--- config.mk ---
export PLATFORM = sky130hd
export DESIGN_NAME = wu_fetch
export DESIGN_NICKNAME = d
export VERILOG_FILES = /design/src/rtl/wu_fetch.sv
export SDC_FILE = /design/constraint.sdc
export NUM_CORES = 1
export LEC_CHECK = 0
export ABC_AREA = 1
export BUFFER_PORTS_ARGS = -buffer_cell sky130_fd_sc_hd__buf_2
export CAP_MARGIN = 10
export CORE_AREA = 5 5 90 67
export CTS_CLUSTER_SIZE = 20
export DETAILED_ROUTE_END_ITERATION = 10
export DIE_AREA = 0 0 95 72
export PLACE_DENSITY_LB_ADDON = 0.2
export SYNTH_ARGS = -nofsm -noshare
export SYNTH_HDL_FRONTEND = slang
export SYNTH_SLANG_ARGS = --single-unit
--- constraint.sdc ---
create_clock -name clk -period 1.8 [get_ports clk]
set_clock_uncertainty 0.1 [all_clocks]
set_input_delay 0.18 -clock clk [delete_from_list [all_inputs] [get_ports clk]]
set_output_delay 0.18 -clock clk [all_outputs]
set_load 0.03 [all_outputs]
--- src/rtl/wu_fetch.sv ---
`default_nettype none
// ============================================================================
// Module   : wu_fetch
// Brief    : Work-unit instruction fetch; issues sequential, stall-throttled
//            reads into WU instruction memory and signals done after drain.
// Revision : 1.0 - initial release
// ============================================================================
module wu_fetch #(
    parameter int WUF_ADDR_WIDTH   = 10,
    parameter int WUF_MEM_DEPTH    = 1024,
    parameter int WUF_COUNT_WIDTH  = 11,
    parameter int WUF_DRAIN_CYCLES = 3,
    parameter int MGR_ID_WIDTH     = 8
) (
    input  logic                       clk,
    input  logic                       reset_poweron,
    input  logic [MGR_ID_WIDTH-1:0]    sys__mgr__mgrId,
    input  logic                       cntl__wuf__start,
    input  logic [WUF_ADDR_WIDTH-1:0]  cntl__wuf__start_addr,
    input  logic [WUF_COUNT_WIDTH-1:0] cntl__wuf__num_inst,
    input  logic                       cntl__wuf__abort,
    output logic                       wuf__cntl__busy,
    output logic                       wuf__cntl__done,
    output logic [WUF_ADDR_WIDTH-1:0]  wuf__wum__addr,
    output logic                       wuf__wum__read,
    input  logic                       wum__wuf__stall
);

    localparam logic [1:0] S_IDLE  = 2'd0;
    localparam logic [1:0] S_FETCH = 2'd1;
    localparam logic [1:0] S_DRAIN = 2'd2;
    localparam logic [1:0] S_DONE  = 2'd3;

    localparam int c_DRAIN_W = (WUF_DRAIN_CYCLES > 1) ? $clog2(WUF_DRAIN_CYCLES) : 1;
    localparam logic [WUF_ADDR_WIDTH-1:0]  c_LAST_ADDR  = WUF_ADDR_WIDTH'(WUF_MEM_DEPTH - 1);
    localparam logic [c_DRAIN_W-1:0]       c_DRAIN_INIT =
        c_DRAIN_W'((WUF_DRAIN_CYCLES > 1) ? (WUF_DRAIN_CYCLES - 1) : 0);
    localparam logic [WUF_COUNT_WIDTH-1:0] c_CNT_ONE    = WUF_COUNT_WIDTH'(1);

    logic [1:0]                 r_state;
    logic [WUF_ADDR_WIDTH-1:0]  r_cur_addr;
    logic [WUF_COUNT_WIDTH-1:0] r_remaining;
    logic [c_DRAIN_W-1:0]       r_drain_cnt;
    logic                       w_read;
    logic                       w_unused;

    // Manager id is carried for debug visibility only.
    assign w_unused = ^sys__mgr__mgrId;

    assign w_read          = (r_state == S_FETCH) && !wum__wuf__stall;
    assign wuf__wum__read  = w_read;
    assign wuf__wum__addr  = (r_state == S_FETCH) ? r_cur_addr : '0;
    assign wuf__cntl__busy = (r_state == S_FETCH) || (r_state == S_DRAIN);
    assign wuf__cntl__done = (r_state == S_DONE);

    always_ff @(posedge clk or posedge reset_poweron) begin
        if (reset_poweron) begin
            r_state     <= S_IDLE;
            r_cur_addr  <= '0;
            r_remaining <= '0;
            r_drain_cnt <= '0;
        end else if (cntl__wuf__abort) begin
            r_state     <= S_IDLE;
            r_cur_addr  <= '0;
            r_remaining <= '0;
            r_drain_cnt <= '0;
        end else begin
            case (r_state)
                S_IDLE: begin
                    if (cntl__wuf__start) begin
                        r_cur_addr  <= cntl__wuf__start_addr;
                        r_remaining <= cntl__wuf__num_inst;
                        r_state     <= (cntl__wuf__num_inst != '0) ? S_FETCH : S_DONE;
                    end
                end
                S_FETCH: begin
                    if (w_read) begin
                        r_cur_addr <= (r_cur_addr == c_LAST_ADDR) ? '0
                                      : r_cur_addr + WUF_ADDR_WIDTH'(1);
                        if (r_remaining != '0) begin
                            r_remaining <= r_remaining - c_CNT_ONE;
                        end
                        if (r_remaining == c_CNT_ONE) begin
                            r_drain_cnt <= c_DRAIN_INIT;
                            r_state     <= (WUF_DRAIN_CYCLES > 1) ? S_DRAIN : S_DONE;
                        end
                    end
                end
                S_DRAIN: begin
                    // Leaving on count 1 puts DONE exactly DRAIN_CYCLES after the last read.
                    if (r_drain_cnt <= c_DRAIN_W'(1)) begin
                        r_drain_cnt <= '0;
                        r_state     <= S_DONE;
                    end else begin
                        r_drain_cnt <= r_drain_cnt - c_DRAIN_W'(1);
                    end
                end
                default: begin
                    r_state <= S_IDLE;
                end
            endcase
        end
    end

endmodule
`default_nettype wire

==> impl_metrics.json, run 1 <==
{
  "cp_cell_sequence": "ha_4, inv_4, nor2_8, nand2_4, nand2_4, nor2_8, nand2_8, buf_6, o21ai_1, o21ai_1",
  "relSlewSlack_pct": 75.65,
  "hp-class": "in2reg",
  "worst_pin_slew_ps": 365.3,
  "dp_hpwl_mm": 3.789,
  "pwr-share-seq_pct": 27.6,
  "critPathMaxStageDelay_ps": 450,
  "drtIter0Drc": 133,
  "ys_seq_area_share_pct": 32.40,
  "drive_gt1_share_pct": 25.71,
  "final_util_pct": 49.21,
  "placed_area_sq_um": 2297,
  "p_int_mw": 1.925,
  "overflow": 0,
  "antenna_found_initial": 0,
  "io_buffer_count": 38,
  "diodes": 0,
  "hold_viol_final": 0,
  "cts_tree": "yes",
  "cts_max_level": 1,
  "synth_edf_count": 0,
  "ant_nets": 0,
  "grt_pass1_wl_mm": 8.293,
  "path_class": "reg2reg",
  "yosysUniqueCellTypes": 29,
  "finalCritPeriodShare_pct": 97.16,
  "leakage_nw": 1.358,
  "maxCapViolCount": 0,
  "die_h_microns": 72,
  "dieWidth_microns": 95,
  "worst-path-max-fanout": 7,
  "gp_congestion": 0.8385,
  "synth_warnings": 0,
  "finalMaxSlewViolations": 0,
  "syn-cell-area_sq_um": 1931,
  "synth-main-ff-cell": "dfrtp_1",
  "power.total_mw": 3.807,
  "area_growth_pct": 29.10,
  "synth_most_common_cell": "nand2_1",
  "syn_inst": 292,
  "path_clk_slew_ps": 100,
  "netSwitchingFraction_pct": 49.44,
  "slowest_stage": "dfrtp_2",
  "place_ws_ps": 5.519,
  "insertion_delay_ps": 280,
  "p_sw_mw": 1.882,
  "max_clock_freq_mhz": 571.8,
  "min_period_ps": 1749,
  "clk_path_buf_depth": 2,
  "viasPerCell": 4.659,
  "cts_made_buffers": 3,
  "crit_family": "simple AND/OR/NAND/NOR gates",
  "start_util_pct": 38.12,
  "post_synth.cell_area_avg_sq_um": 6.612,
  "pwr-share-comb_pct": 63.0,
  "root_buffer": "clkbuf_8",
  "p_clk_share_pct": 9.4,
  "io_pins": 47,
  "cp.required_ps": 1870,
  "vias": 1966,
  "ys_ff_latch": 25,
  "nets": 392,
  "peakVddDrop_mv": 0.7909,
  "postSynth.asyncResetShare_pct": 100.0,
  "grt_pass1_vias": 1731,
  "grt_max_degree": 26,
  "synth_top_area_share_pct": 32.40,
  "track_usage_pct": 15.07,
  "startpoint_type": "flop",
  "rsz0062_at_grt": "yes",
  "path_buf_inv": 2,
  "yosys-top-cells-area": "dfrtp_1, nand2_1, inv_1, nor2_1, ha_1",
  "final_cell_area_sq_um": 2492,
  "syn-num-nets": 333,
  "wl_per_cell_microns": 12.22,
  "worst_ep_arrival_time_ps": 1820,
  "core_sq_um": 5065,
  "finalSetupViolCount": 0,
  "powerDensity_nw_per_um2": 1528,
  "status": "completed",
  "routed_wl_mm": 5.155,
  "worst_slack_ps": 51.15,
  "cp-end-kind": "flop",
  "dieArea_sq_um": 6840,
  "synth.largest_area_cell": "dfrtp_1",
  "fin_setup_tns_ps": 0,
  "rows": 22,
  "synth_top_cells_by_count": "nand2_1, inv_1, nor2_1, dfrtp_1, a21oi_1",
  "dr.pass1.iters": 5,
  "clock-sinks": 25,
  "drc_errors": 0
}
[cell type report]
| type | count | area, sq um |
|---|---|---|
| flip-flops and latches | 25 | 626.9 |
| clock buffers | 3 | 41.29 |
| well taps | 72 | 90.09 |
| clock inverters | 1 | 7.507 |
| inverters | 44 | 175.2 |
| repair buffers | 60 | 401.6 |
| fillers | 550 | 2572 |
| multi-input cells | 217 | 1150 |
[placed cells by master (no fill, tap or decap), types with 2 or more instances in the layout]
master	n
nand2_1	83
inv_1	37
nor2_1	37
buf_2	28
buf_4	27
dfrtp_1	24
a21oi_1	17
nand3_1	13
o21ai_0	11
nand4_1	8
a21boi_1	6
o21ai_1	6
ha_1	5
inv_2	4
a22oi_1	3
clkbuf_8	3
buf_6	3
nor2_4	2
inv_4	2
nor2_8	2
o22ai_1	2
nand2_2	2
nand2_4	2
o21ai_2	2
or2_2	2
xor2_1	2
nor3_1	2
[flip-flops by register name, summed over array words and instances, names as in the netlist]
| signal | cells |
|---|---|
| r_cur_addr | 10 |
| r_remaining | 11 |
| r_state | 2 |
| r_drain_cnt | 2 |
[timing repair]
action                                  CTS  global route
endpoints found under the setup margin   12            32
buffers inserted                          0             4
hold buffers                              1             0
pin swaps                                 0             2
resized for setup                        12            25
endpoints found under the hold margin    25             0
[worst reg2reg max path: cells and delay by family, from the launching register on]
kind / cells / cell delay [ps]
simple gates: 5 / 520
flops: 1 / 450
buf+inv: 2 / 220
fa+ha+maj: 1 / 180
compound gates: 2 / 180
[power groups by stage]
| stage | clock [mW] | sequential, mW | combinational (mW) |
|---|---|---|---|
| finish | 0.360 | 1.05 | 2.40 |
| global placement | 0 | 1.04 | 2.14 |
| CTS | 0.380 | 1.03 | 2.21 |
| detailed placement | 0 | 1.04 | 2.14 |
| floorplan | 0 | 0.982 | 1.60 |
| global route | 0.386 | 1.09 | 2.70 |
[kinds of logic (layout without fill, tap and decap cells)]
| logic type | count (synthesis) | count (layout) | synth area share, % |
|---|---|---|---|
| DFF | 25 | 25 | 32.40 |
| adders and majority gates | 7 | 7 | 4.536 |
| AOI/OAI and AO/OA | 49 | 49 | 14.26 |
| buffers and inverters | 50 | 108 | 10.82 |
| and+or+nand+nor | 159 | 159 | 37.07 |
| xor gates and xnor gates | 2 | 2 | 0.9075 |
[path summary, 6_finish.rpt]
| check | startpoint | end | slack (ps) | cells after the start |
|---|---|---|---|---|
| max | r_state[0] | r_remaining[4] | 50 | 10 |
| min | cntl__wuf__start_addr[6] | r_cur_addr[6] | 70 | 3 |
| max reg2reg | r_state[0] | r_remaining[4] | 50 | 10 |
| min reg2reg | r_drain_cnt[1] | r_drain_cnt[1] | 410 | 2 |
| max in group asynchronous | reset_poweron | r_state[0] | 910 | 4 |
| min in group asynchronous | reset_poweron | r_drain_cnt[0] | 400 | 4 |
[stage by stage]
stage | instances | hold WS, ps
after floorplan | 292 | 107.3
after global placement | 413 | 160.7
after detailed placement | 413 | 167.3
after CTS | 418 | 64.98
after global routing | 422 | 79.76
final | 422 | 73.21
[metal layers]
| metal | share of wire, % | track usage, % |
|---|---|---|
| met5 | 0 | 0 |
| met4 | 0.37 | 1.440 |
| met3 | 7.2 | 2.694 |
| met2 | 42 | 21.80 |
| met1 | 51 | 23.94 |
(Power assumes the default switching activity.)
==> run 2: changes to the inputs <==
--- a/config.mk
+++ b/config.mk
@@ -6,12 +6,12 @@
 export NUM_CORES = 1
 export LEC_CHECK = 0
 export ABC_AREA = 1
-export BUFFER_PORTS_ARGS = -buffer_cell sky130_fd_sc_hd__buf_2
 export CAP_MARGIN = 10
-export CORE_AREA = 5 5 90 67
+export CORE_AREA = 5 5 77 58
 export CTS_CLUSTER_SIZE = 20
 export DETAILED_ROUTE_END_ITERATION = 10
-export DIE_AREA = 0 0 95 72
+export DIE_AREA = 0 0 82 63
+export DONT_BUFFER_PORTS = 1
 export PLACE_DENSITY_LB_ADDON = 0.2
 export SYNTH_ARGS = -nofsm -noshare
 export SYNTH_HDL_FRONTEND = slang
==> run 2 against run 1 <==
Effect of this change: worst hold slack lost 66 ps; non-clock buffer count shrank 33; utilization grew 12 points; global-route usage grew 4.7 points; combinational power shrank 9.2%; via count shrank 1.7%; design area shrank 9.5%; wire length shrank 4.9%; cell count shrank 12%; largest power group unchanged; highest routed layer unchanged.
==> impl_metrics.json, run 2 (synthesis gave the netlist of run 1 again) <==
{
  "clock-sinks": 25,
  "io_buffer_count": 0,
  "worst_ep_arrival_time_ps": 1430,
  "antenna_found_initial": 0,
  "viasPerCell": 5.222,
  "busiest_layer": "met1",
  "dr.pass1.iters": 5,
  "path_class": "reg2out",
  "min_period_ps": 1706,
  "place_ws_ps": 19.94,
  "max_clock_freq_mhz": 586.2,
  "placed_area_sq_um": 2097,
  "globalRouteMet1Util_pct": 30.97,
  "area_growth_pct": 16.79,
  "clk_path_buf_depth": 2,
  "finalNonFillerCells": 370,
  "final_util_pct": 60.80,
  "worst-path-max-fanout": 10,
  "cp.required_ps": 1520,
  "hold_ws_ps": 7.099,
  "powerDensity_nw_per_um2": 1583,
  "io_pins": 47,
  "path_clk_slew_ps": 90,
  "root_buffer": "clkbuf_8",
  "hold_viol_final": 0,
  "grt_use_met2_pct": 28.23,
  "diodes": 0,
  "drc_errors": 0,
  "final_common_cell": "nand2_1",
  "grt_use_met3_pct": 4.467,
  "cp-end-kind": "output port",
  "top_register": "r_remaining",
  "routed_wl_mm": 4.903,
  "rows": 19,
  "finalMaxSlewViolations": 0,
  "startpoint_type": "flop",
  "nets": 360,
  "insertion_delay_ps": 270,
  "dieWidth_microns": 82,
  "core_sq_um": 3709,
  "dp_hpwl_mm": 3.643,
  "worst_pin_slew_ps": 342.2,
  "worst_slack_ps": 94.04,
  "dpl.cell_count": 357,
  "vias": 1932,
  "cp_cell_sequence": "inv_2, ha_4, buf_4, buf_4, nand2_1, inv_2",
  "cts_tree": "yes",
  "largest_register_ffs": 11,
  "cts_max_level": 1,
  "drtIter0Drc": 125,
  "reg_top3": "r_remaining x11, r_cur_addr x10",
  "finalSetupViolCount": 0,
  "fin_setup_tns_ps": 0,
  "slowest_stage": "dfrtp_1",
  "final_cell_mix": "nand2_1, nor2_1, inv_1",
  "finalCritPeriodShare_pct": 94.78,
  "gp_congestion": 0.9158,
  "hp-class": "in2reg",
  "cts_made_buffers": 3,
  "power.total_mw": 3.569,
  "die_h_microns": 63,
  "drive_gt1_share_pct": 18.87,
  "maxCapViolCount": 0,
  "critPathMaxStageDelay_ps": 390,
  "track_usage_pct": 19.76,
  "dieArea_sq_um": 5166,
  "final_cell_area_sq_um": 2255,
  "leakage_nw": 1.179,
  "wl_per_cell_microns": 13.25,
  "status": "completed",
  "grt_pass1_wl_mm": 8.086,
  "ant_nets": 0,
  "peakVddDrop_mv": 0.9788,
  "relSlewSlack_pct": 77.19,
  "grt_max_degree": 26,
  "grt_pass1_vias": 1710,
  "start_util_pct": 52.06,
  "overflow": 0
}
==> run 2: changes by cell type in the layout (fill, tap and decap cells not counted), moves of 2 or more <==
cell           delta
buf_2            -28
inv_1            -10
inv_2            +10
buf_4             -6
dlygate4sd3_1     +4
o21ai_0           +3
buf_6             -2
nand2_2           +2
o21ai_2           -2
==> run 2: layer usage <==
layer | vias to the layer above | wire, microns
met5 | - | 0
met4 | 0 | 17
met3 | 5 | 335
met2 | 74 | 2057
met1 | 877 | 2492
li1 | 976 | -
==> run 2: report_power, final <==
group	total [mW]	internal (mW)	switching, mW
Combinational	2.18	0.803	1.37
Sequential	1.05	0.805	0.247
Clock	0.340	0.155	0.185
==> run 2: what timing repair did <==
item | 4_1_cts | 5_1_grt
pin swaps | 0 | 2
setup endpoints to repair | 10 | 25
resized for setup | 11 | 10
hold buffers | 4 | 1
buffers inserted | 0 | 3
hold endpoints to repair | 29 | 1
gates cloned | 0 | 1
==> run 2: layout make-up <==
class / instances / area, sq um
Clock buffer: 3 / 41.29
Timing Repair Buffer: 27 / 219.0
Fill cell: 369 / 1454
Clock inverter: 1 / 5.005
Multi-Input combinational cell: 218 / 1125
Tap cell: 52 / 65.06
Inverter: 44 / 172.7
Sequential cell: 25 / 626.9
==> run 2: critical path, delay by kind of cell, from the launching register on <==
family | cells | cell delay [ps]
buffers and inverters | 4 | 500
adder cells (fa/ha/maj) | 1 | 170
AND/OR/NAND/NOR | 1 | 80
flip-flops | 1 | 390
==> run 2: final timing paths <==
| check | from | to | slack [ps] | cells after the start |
|---|---|---|---|---|
| setup / recovery | r_state[1] | wuf__wum__addr[3] | 90 | 6 |
| hold / removal | cntl__wuf__start_addr[8] | r_cur_addr[8] | 7 | 2 |
| setup reg to reg | r_state[0] | r_remaining[0] | 110 | 10 |
| hold reg to reg | r_remaining[5] | r_remaining[5] | 420 | 2 |
| max in group asynchronous | reset_poweron | r_state[0] | 1020 | 3 |
| min in group asynchronous | reset_poweron | r_remaining[5] | 300 | 3 |
